$ cat config.mk
export PLATFORM = sky130hd
export DESIGN_NAME = imem_uart_loader
export DESIGN_NICKNAME = d
export VERILOG_FILES = /design/src/rtl/imem_uart_loader.sv
export SDC_FILE = /design/constraint.sdc
export NUM_CORES = 1
export LEC_CHECK = 0
export BUFFER_PORTS_ARGS = -buffer_cell sky130_fd_sc_hd__buf_2
export CAP_MARGIN = 20
export CORE_ASPECT_RATIO = 1.4
export CORE_MARGIN = 1
export CORE_UTILIZATION = 49
export CTS_BUF_LIST = sky130_fd_sc_hd__clkbuf_4 sky130_fd_sc_hd__clkbuf_8
export DETAILED_ROUTE_END_ITERATION = 10
export PLACE_DENSITY = 0.76
export SETUP_SLACK_MARGIN = 0.4
export SKIP_LAST_GASP = 1
export SYNTH_ARGS = -nofsm -noshare
export SYNTH_HDL_FRONTEND = slang
export SYNTH_SLANG_ARGS = --single-unit
$ cat constraint.sdc
create_clock -name clk -period 6.3 [get_ports clk]
set_clock_uncertainty 0.2 [all_clocks]
set_input_delay 0.945 -clock clk [delete_from_list [all_inputs] [get_ports clk]]
set_output_delay 0.945 -clock clk [all_outputs]
set_load 0.01 [all_outputs]
$ cat src/rtl/imem_uart_loader.sv
// UART boot loader: frames SYNC,LEN_HI,LEN_LO,data,CHK into instruction RAM words.
// Holds the CPU in reset until a frame with a matching XOR checksum has loaded.
module imem_uart_loader #(
    parameter int unsigned MAX_WORDS      = 256,
    parameter int unsigned TIMEOUT_CYCLES = 1000000,
    parameter logic [7:0]  SYNC_BYTE      = 8'hA5
) (
    input  logic        clk,
    input  logic        reset,
    input  logic [7:0]  rx_data,
    input  logic        rx_valid,
    input  logic        reload,
    output logic        mem_we,
    output logic [30:0] mem_addr,
    output logic [31:0] mem_wdata,
    output logic        cpu_hold,
    output logic        load_done,
    output logic        load_err,
    output logic [15:0] word_cnt
);

    localparam logic [15:0] MaxW = 16'(MAX_WORDS);
    localparam logic [31:0] Tmo  = 32'(TIMEOUT_CYCLES);

    typedef enum logic [2:0] {
        S_IDLE,
        S_LEN_HI,
        S_LEN_LO,
        S_DATA,
        S_CHECK,
        S_DONE,
        S_ERR
    } state_e;

    state_e      state_q, state_d;
    logic [15:0] len_q, len_d;
    logic [15:0] cnt_q, cnt_d;
    logic [7:0]  chk_q, chk_d;
    logic [31:0] word_q, word_d;
    logic [1:0]  idx_q, idx_d;
    logic        we_q, we_d;
    logic [30:0] addr_q, addr_d;
    logic [31:0] wdata_q, wdata_d;
    logic [31:0] tmo_q, tmo_d;

    logic        active;
    logic [15:0] len_full;
    logic [31:0] word_next;
    logic [15:0] cnt_next;

    assign active    = (state_q == S_LEN_HI) || (state_q == S_LEN_LO) ||
                       (state_q == S_DATA)   || (state_q == S_CHECK);
    assign len_full  = {len_q[15:8], rx_data};
    assign word_next = {word_q[23:0], rx_data};
    assign cnt_next  = cnt_q + 16'd1;

    always_comb begin
        state_d = state_q;
        len_d   = len_q;
        cnt_d   = cnt_q;
        chk_d   = chk_q;
        word_d  = word_q;
        idx_d   = idx_q;
        we_d    = 1'b0;
        addr_d  = addr_q;
        wdata_d = wdata_q;
        tmo_d   = 32'd0;

        if (active && !rx_valid) begin
            tmo_d = tmo_q + 32'd1;
        end

        unique case (state_q)
            S_IDLE: begin
                if (rx_valid && rx_data == SYNC_BYTE) begin
                    state_d = S_LEN_HI;
                end
            end
            S_LEN_HI: begin
                if (rx_valid) begin
                    len_d   = {rx_data, len_q[7:0]};
                    state_d = S_LEN_LO;
                end
            end
            S_LEN_LO: begin
                if (rx_valid) begin
                    len_d = len_full;
                    cnt_d = 16'd0;
                    chk_d = 8'd0;
                    idx_d = 2'd0;
                    if (len_full == 16'd0) begin
                        state_d = S_CHECK;
                    end else if (len_full > MaxW) begin
                        state_d = S_ERR;
                    end else begin
                        state_d = S_DATA;
                    end
                end
            end
            S_DATA: begin
                if (rx_valid) begin
                    word_d = word_next;
                    chk_d  = chk_q ^ rx_data;
                    idx_d  = idx_q + 2'd1;
                    // Write is registered so it lands the cycle after the 4th byte
                    if (idx_q == 2'd3) begin
                        we_d    = 1'b1;
                        addr_d  = {13'b0, cnt_q, 2'b00};
                        wdata_d = word_next;
                        cnt_d   = cnt_next;
                        if (cnt_next == len_q) begin
                            state_d = S_CHECK;
                        end
                    end
                end
            end
            S_CHECK: begin
                if (rx_valid) begin
                    state_d = (rx_data == chk_q) ? S_DONE : S_ERR;
                end
            end
            S_DONE, S_ERR: begin
                if (reload) begin
                    state_d = S_IDLE;
                    cnt_d   = 16'd0;
                end
            end
            default: state_d = S_IDLE;
        endcase

        if (active && !rx_valid && (tmo_q + 32'd1 >= Tmo)) begin
            state_d = S_ERR;
            tmo_d   = 32'd0;
        end
    end

    always_ff @(posedge clk or posedge reset) begin
        if (reset) begin
            state_q <= S_IDLE;
            len_q   <= 16'd0;
            cnt_q   <= 16'd0;
            chk_q   <= 8'd0;
            word_q  <= 32'd0;
            idx_q   <= 2'd0;
            we_q    <= 1'b0;
            addr_q  <= 31'd0;
            wdata_q <= 32'd0;
            tmo_q   <= 32'd0;
        end else begin
            state_q <= state_d;
            len_q   <= len_d;
            cnt_q   <= cnt_d;
            chk_q   <= chk_d;
            word_q  <= word_d;
            idx_q   <= idx_d;
            we_q    <= we_d;
            addr_q  <= addr_d;
            wdata_q <= wdata_d;
            tmo_q   <= tmo_d;
        end
    end

    assign mem_we    = we_q;
    assign mem_addr  = addr_q;
    assign mem_wdata = wdata_q;
    assign word_cnt  = cnt_q;
    assign cpu_hold  = (state_q != S_DONE);
    assign load_done = (state_q == S_DONE);
    assign load_err  = (state_q == S_ERR);

endmodule

Word level (Yosys, flattened, before mapping)
Cells that the tools add are included.
W data, S select, Z words.
{"block": "op_classes", "reduce_logical": 19, "eq_ne": 23, "add_sub_neg": 3, "muxes": 32, "bitwise_logic": 3, "magnitude_cmp": 2}
{"cell": "$mux W16", "n": 5}
{"cell": "$mux W32", "n": 2}
{"cell": "$pmux W16 S3", "n": 1}
{"cell": "$mux W3", "n": 11}
{"cell": "$add A32 B1 Y32 const B", "n": 1}
{"cell": "$ge A32 B20 Y1 const B", "n": 1}
{"cell": "$pmux W16 S2", "n": 1}
{"cell": "$mux W8", "n": 3}
{"cell": "$pmux W3 S6", "n": 1}
{"cell": "$add A16 B1 Y16 const B", "n": 1}
{"cell": "$eq A16 B16 Y1", "n": 1}
{"cell": "$gt A16 B9 Y1 const B", "n": 1}
{"cell": "$logic_not A16 Y1", "n": 1}
{"cell": "$pmux W8 S2", "n": 1}
{"cell": "$ne A3 B2 Y1 const B", "n": 4}
{"cell": "$reduce_and A3 Y1", "n": 4}
{"cell": "$eq A3 B3 Y1 const B", "n": 3}
{"cell": "$ne A3 B3 Y1 const B", "n": 3}
{"cell": "$eq A8 B8 Y1", "n": 1}
{"cell": "$eq A8 B8 Y1 const B", "n": 1}
{"cell": "$reduce_and A8 Y1", "n": 1}
{"cell": "$xor A8 B8 Y8", "n": 1}
{"cell": "$eq A3 B2 Y1 const B", "n": 2}
{"cell": "$mux W2", "n": 3}
{"cell": "other kinds (18)", "n": 28}
{"block": "totals", "register_bits": 150, "elab_cells": 93, "output_inout_bits": 83, "in_bits": 12}

Depth between registers and ports, before layout
{"block": "depth", "ltp_word": 8, "mapped_depth": 11, "mapped_depth_nobuf": 8}

Worst setup path before layout
No wires, ideal clock.
{"block": "synth_timing", "path_type": "input-to-reg", "startpoint": "input rx_valid", "endpoint": "register cnt_q[11], in the netlist word_cnt[11]", "path_stages": 9, "setup_time_ns": 0.110, "arrival_time_ns": 2.635, "setup_slack_ns": 3.354, "path_cell_list": "clkbuf_1 nor2b_1 a21oi_1 o21ai_0 a22oi_1 or2_2 buf_2 clkbuf_1 o41ai_1"}
{"block": "synth_via", "elab_chain_len": 2, "elab_cells_between_ends": 3, "classes_between": "eq/ne (2); reduce/logical (1)"}
{"item": "start, declared", "line_no": "11", "text": "input logic rx_valid,"}
{"item": "$ne A2 B2 Y1 (no source line)"}
{"item": "$reduce_and A5 Y1 (no source line) *"}
{"item": "end signal, assigned", "line_no": "152", "text": "cnt_q <= cnt_d;"}
{"item": "end, declared", "line_no": "37", "text": "logic [15:0] cnt_q, cnt_d;"}
Every way passes the cells marked *; elsewhere a longest branch is shown, timed or not.
A chain may end at the register's enable or synchronous reset.

Final worst setup path
{"block": "layout_timing", "startpoint": "register tmo_q[0]", "endpoint": "register tmo_q[4]"}
{"block": "layout_via", "elab_chain_len": 4, "elab_cells_between_ends": 5, "classes_between": "add/sub (1); order compare (1); mux (2); reduce/logical (1)"}
{"item": "start, declared", "line_no": "44", "text": "logic [31:0] tmo_q, tmo_d;"}
{"item": "start signal, assigned", "line_no": "159", "text": "tmo_q <= tmo_d;"}
{"item": "$add A32 B1 Y32 *", "line_no": "70, 131"}
{"item": "$ge A32 B20 Y1", "line_no": "131", "text": "if (active && !rx_valid && (tmo_q + 32'd1 >= Tmo)) begin"}
{"item": "$logic_and A1 B1 Y1", "line_no": "131"}
{"item": "$mux W32 *", "line_no": "131"}
{"item": "via tmo_d[4]", "line_no": "44"}
Mark *: on every way through the listed nets, which the timed path passes. The rest lies on a longest branch.

==> results.ini <==
[floorplan]
die_h_microns=147
start_util_pct=50.6
num_rows=52
die_w_microns=106
io_pins=95
coreArea_sq_um=14600
die_area_sq_um=15600

[layout]
drive_gt1_share_pct=17.4
multi_input_area_sq_um=3370
ff_latch_area_sq_um=3750
area_delta_synth_final_pct=12.2
nets=894
fillCellCount=1297
final_cell_area_sq_um=8280

[yosys]
ys_async_sr_fraction_pct=100
synth_cells=809
ys_types=65
synth_area_leader_cell=dfrtp_1
ys_seq_area_share_pct=50.9
syn_area_sq_um=7380
ys_top_cells_by_area=dfrtp_1 51%, nand2_1 13%, xnor2_1 3.9%
synth_top_area_share_pct=50.9
synth_edf_count=0
yosysWarnings=0
synth-seq-cells=150
synthFlopType=dfrtp_1
syn_area_per_cell_sq_um=9.12

[setup_path]
cp.required_ns=6.46
crit_path_end_kind=flip-flop
critical_path_class=flip-flop to flip-flop
crit_path_max_fanout=20
arrival_ns=3.54
crit_path_start_kind=flip-flop
reg2regPathDepth=8

[placement]
placed_area_sq_um=7840
gp_congestion=0.878
dp_hpwl_microns=11200
port_buffers=79

[timing]
period_needed_ns=3.37
finalCritPeriodShare_pct=53.5
final.setup.tns_ns=0
fmax_mhz=297
setup_viol=0
holdWs_ns=0.273
rsz0062_at_grt=false
hold_viol_final=0
worst_pin_slew_ns=0.945
slew_viol_final=0
max-slew-margin-rel_pct=37.0

[routing]
wl_per_cell_microns=15.4
dr.pass1.iters=5
via_per_inst=5.43
ant_nets=0
vias=5884
drc_errors=0
first_iter_violations=396
wl_microns=16700

[min_path]
hold_depth=2
hold_class=flip-flop to flip-flop

[grt]
antenna_found_initial=2
grt_max_degree=106
grt_pass1_wl_microns=27800
grt_pass1_vias=5569
gr-total-overflow=0
track_usage_pct=22.6

[pwr]
leakage_nw=4.14
irDropWorstVdd_uv=183
power_density_nw_per_um2=342
finalPower_mw=2.83

[status]
status=completed

[clock_network]
clkLatencyLatePin_ns=0.46
cts_resized=0
cts.sinks=150
cts.path.max_buffers=2
cts_buffers=17
path_clk_slew_ns=0.09
cts_tree=yes
hold_buffers=0
root_buffer=clkbuf_8
cts_setup_buffers=0
ctsHtreeMaxLevel=4

[flow_run]
drv_cap=0

==> Yosys cell counts, types with 11 or more instances <==
| library cell | count |
|---|---|
| nor2_1 | 53 |
| inv_1 | 11 |
| nand2_1 | 246 |
| buf_2 | 14 |
| mux2_2 | 16 |
| buf_4 | 17 |
| dfrtp_1 | 150 |
| xor2_1 | 13 |
| o21ai_0 | 48 |
| a21oi_1 | 12 |
| xnor2_1 | 33 |
| and3_1 | 15 |
| nand3_1 | 24 |
| nand4_1 | 11 |
| clkbuf_1 | 28 |
==> final timing paths <==
check,from,end,slack (ns)
worst max register to register,tmo_q[0],tmo_q[4],2.93
min in group asynchronous,reset,tmo_q[3],0.48
max in group asynchronous,reset,chk_q[1],4.28
worst max-delay path,tmo_q[0],tmo_q[4],2.93
worst min register to register,mem_addr[14],mem_addr[14],0.27
worst min-delay path,mem_addr[14],mem_addr[14],0.27
==> critical path, cell delays in order (launching register included) <==
cell,delay [ns]
dfrtp_1,0.41
ha_1,0.23
nand3_1,0.22
nor2_1,0.56
nor4b_1,0.31
o221ai_1,0.14
o211ai_1,0.30
nand3_1,0.59
nor2_1,0.33
==> layout by cell type, fill, tap and decap left out, types with 5 or more instances in the layout <==
cell type / synthesis / routed
and3_1: 15 / 15
nand4_1: 11 / 11
o31ai_1: 6 / 6
xnor2_1: 33 / 33
conb_1: 1 / 27
clkbuf_8: 0 / 17
nor2b_1: 6 / 6
nand2b_1: 6 / 6
nor3_1: 8 / 8
o21ai_0: 48 / 48
buf_4: 17 / 5
buf_2: 14 / 79
a21oi_1: 12 / 12
inv_8: 0 / 7
dfrtp_1: 150 / 150
inv_1: 11 / 10
nor2_1: 53 / 53
nor4_1: 8 / 8
nand3_1: 24 / 24
xor2_1: 13 / 13
nand2_1: 246 / 246
mux2_2: 16 / 16
==> layer usage <==
metal	GRT usage (%)	routed length, microns	share of wire [%]	vias to the layer above
li1	-	-	-	2837
met1	28.3	7180	43	2821
met2	37.0	8150	49	183
met3	4.48	692	4.1	43
met4	11.9	693	4.1	0
met5	0	0	0	-
==> flip-flops by register name, summed over array words and instances (netlist names) <==
name	count
mem_wdata	32
tmo_q	32
word_q	24
len_q	16
mem_addr	16
word_cnt	16
chk_q	8
state_q	3
idx_q	2
mem_we	1
==> area by class of cell <==
type	instances	share of cell area [%]
multi-input cells	613	40.7
clock buffers	17	2.83
flip-flops and latches	150	45.4
inverters	12	0.605
repair buffers	85	5.41
well taps	189	2.86
diodes	2	0.0605
clock inverters	15	2.18
==> metrics by stage <==
stage          cells  setup slack, ns  util, %
2_1_floorplan    835             1.12        -
3_3_place_gp    1048             2.96     53.8
3_5_place_dp    1048             2.92     53.8
4_1_cts         1080             2.95     56.6
5_1_grt         1083             2.57     56.8
6_report        1083             2.93     56.8
==> where the power goes <==
part / switching (mW) / internal, mW
Sequential: 0.184 / 1.16
Clock: 0.428 / 0.340
Combinational: 0.417 / 0.300
Total: 1.03 / 1.80
==> logic make-up after synthesis <==
kind of cell,synth area share [%]
buffers and inverters,4.78
flip-flops,50.9
other,0.0508
XOR/XNOR,5.46
AO/OA/AOI/OAI,9.52
multiplexers,2.99
adder cells (fa/ha/maj),0.509
AND/OR/NAND/NOR,25.8
Power figures use the tool's default switching activity.
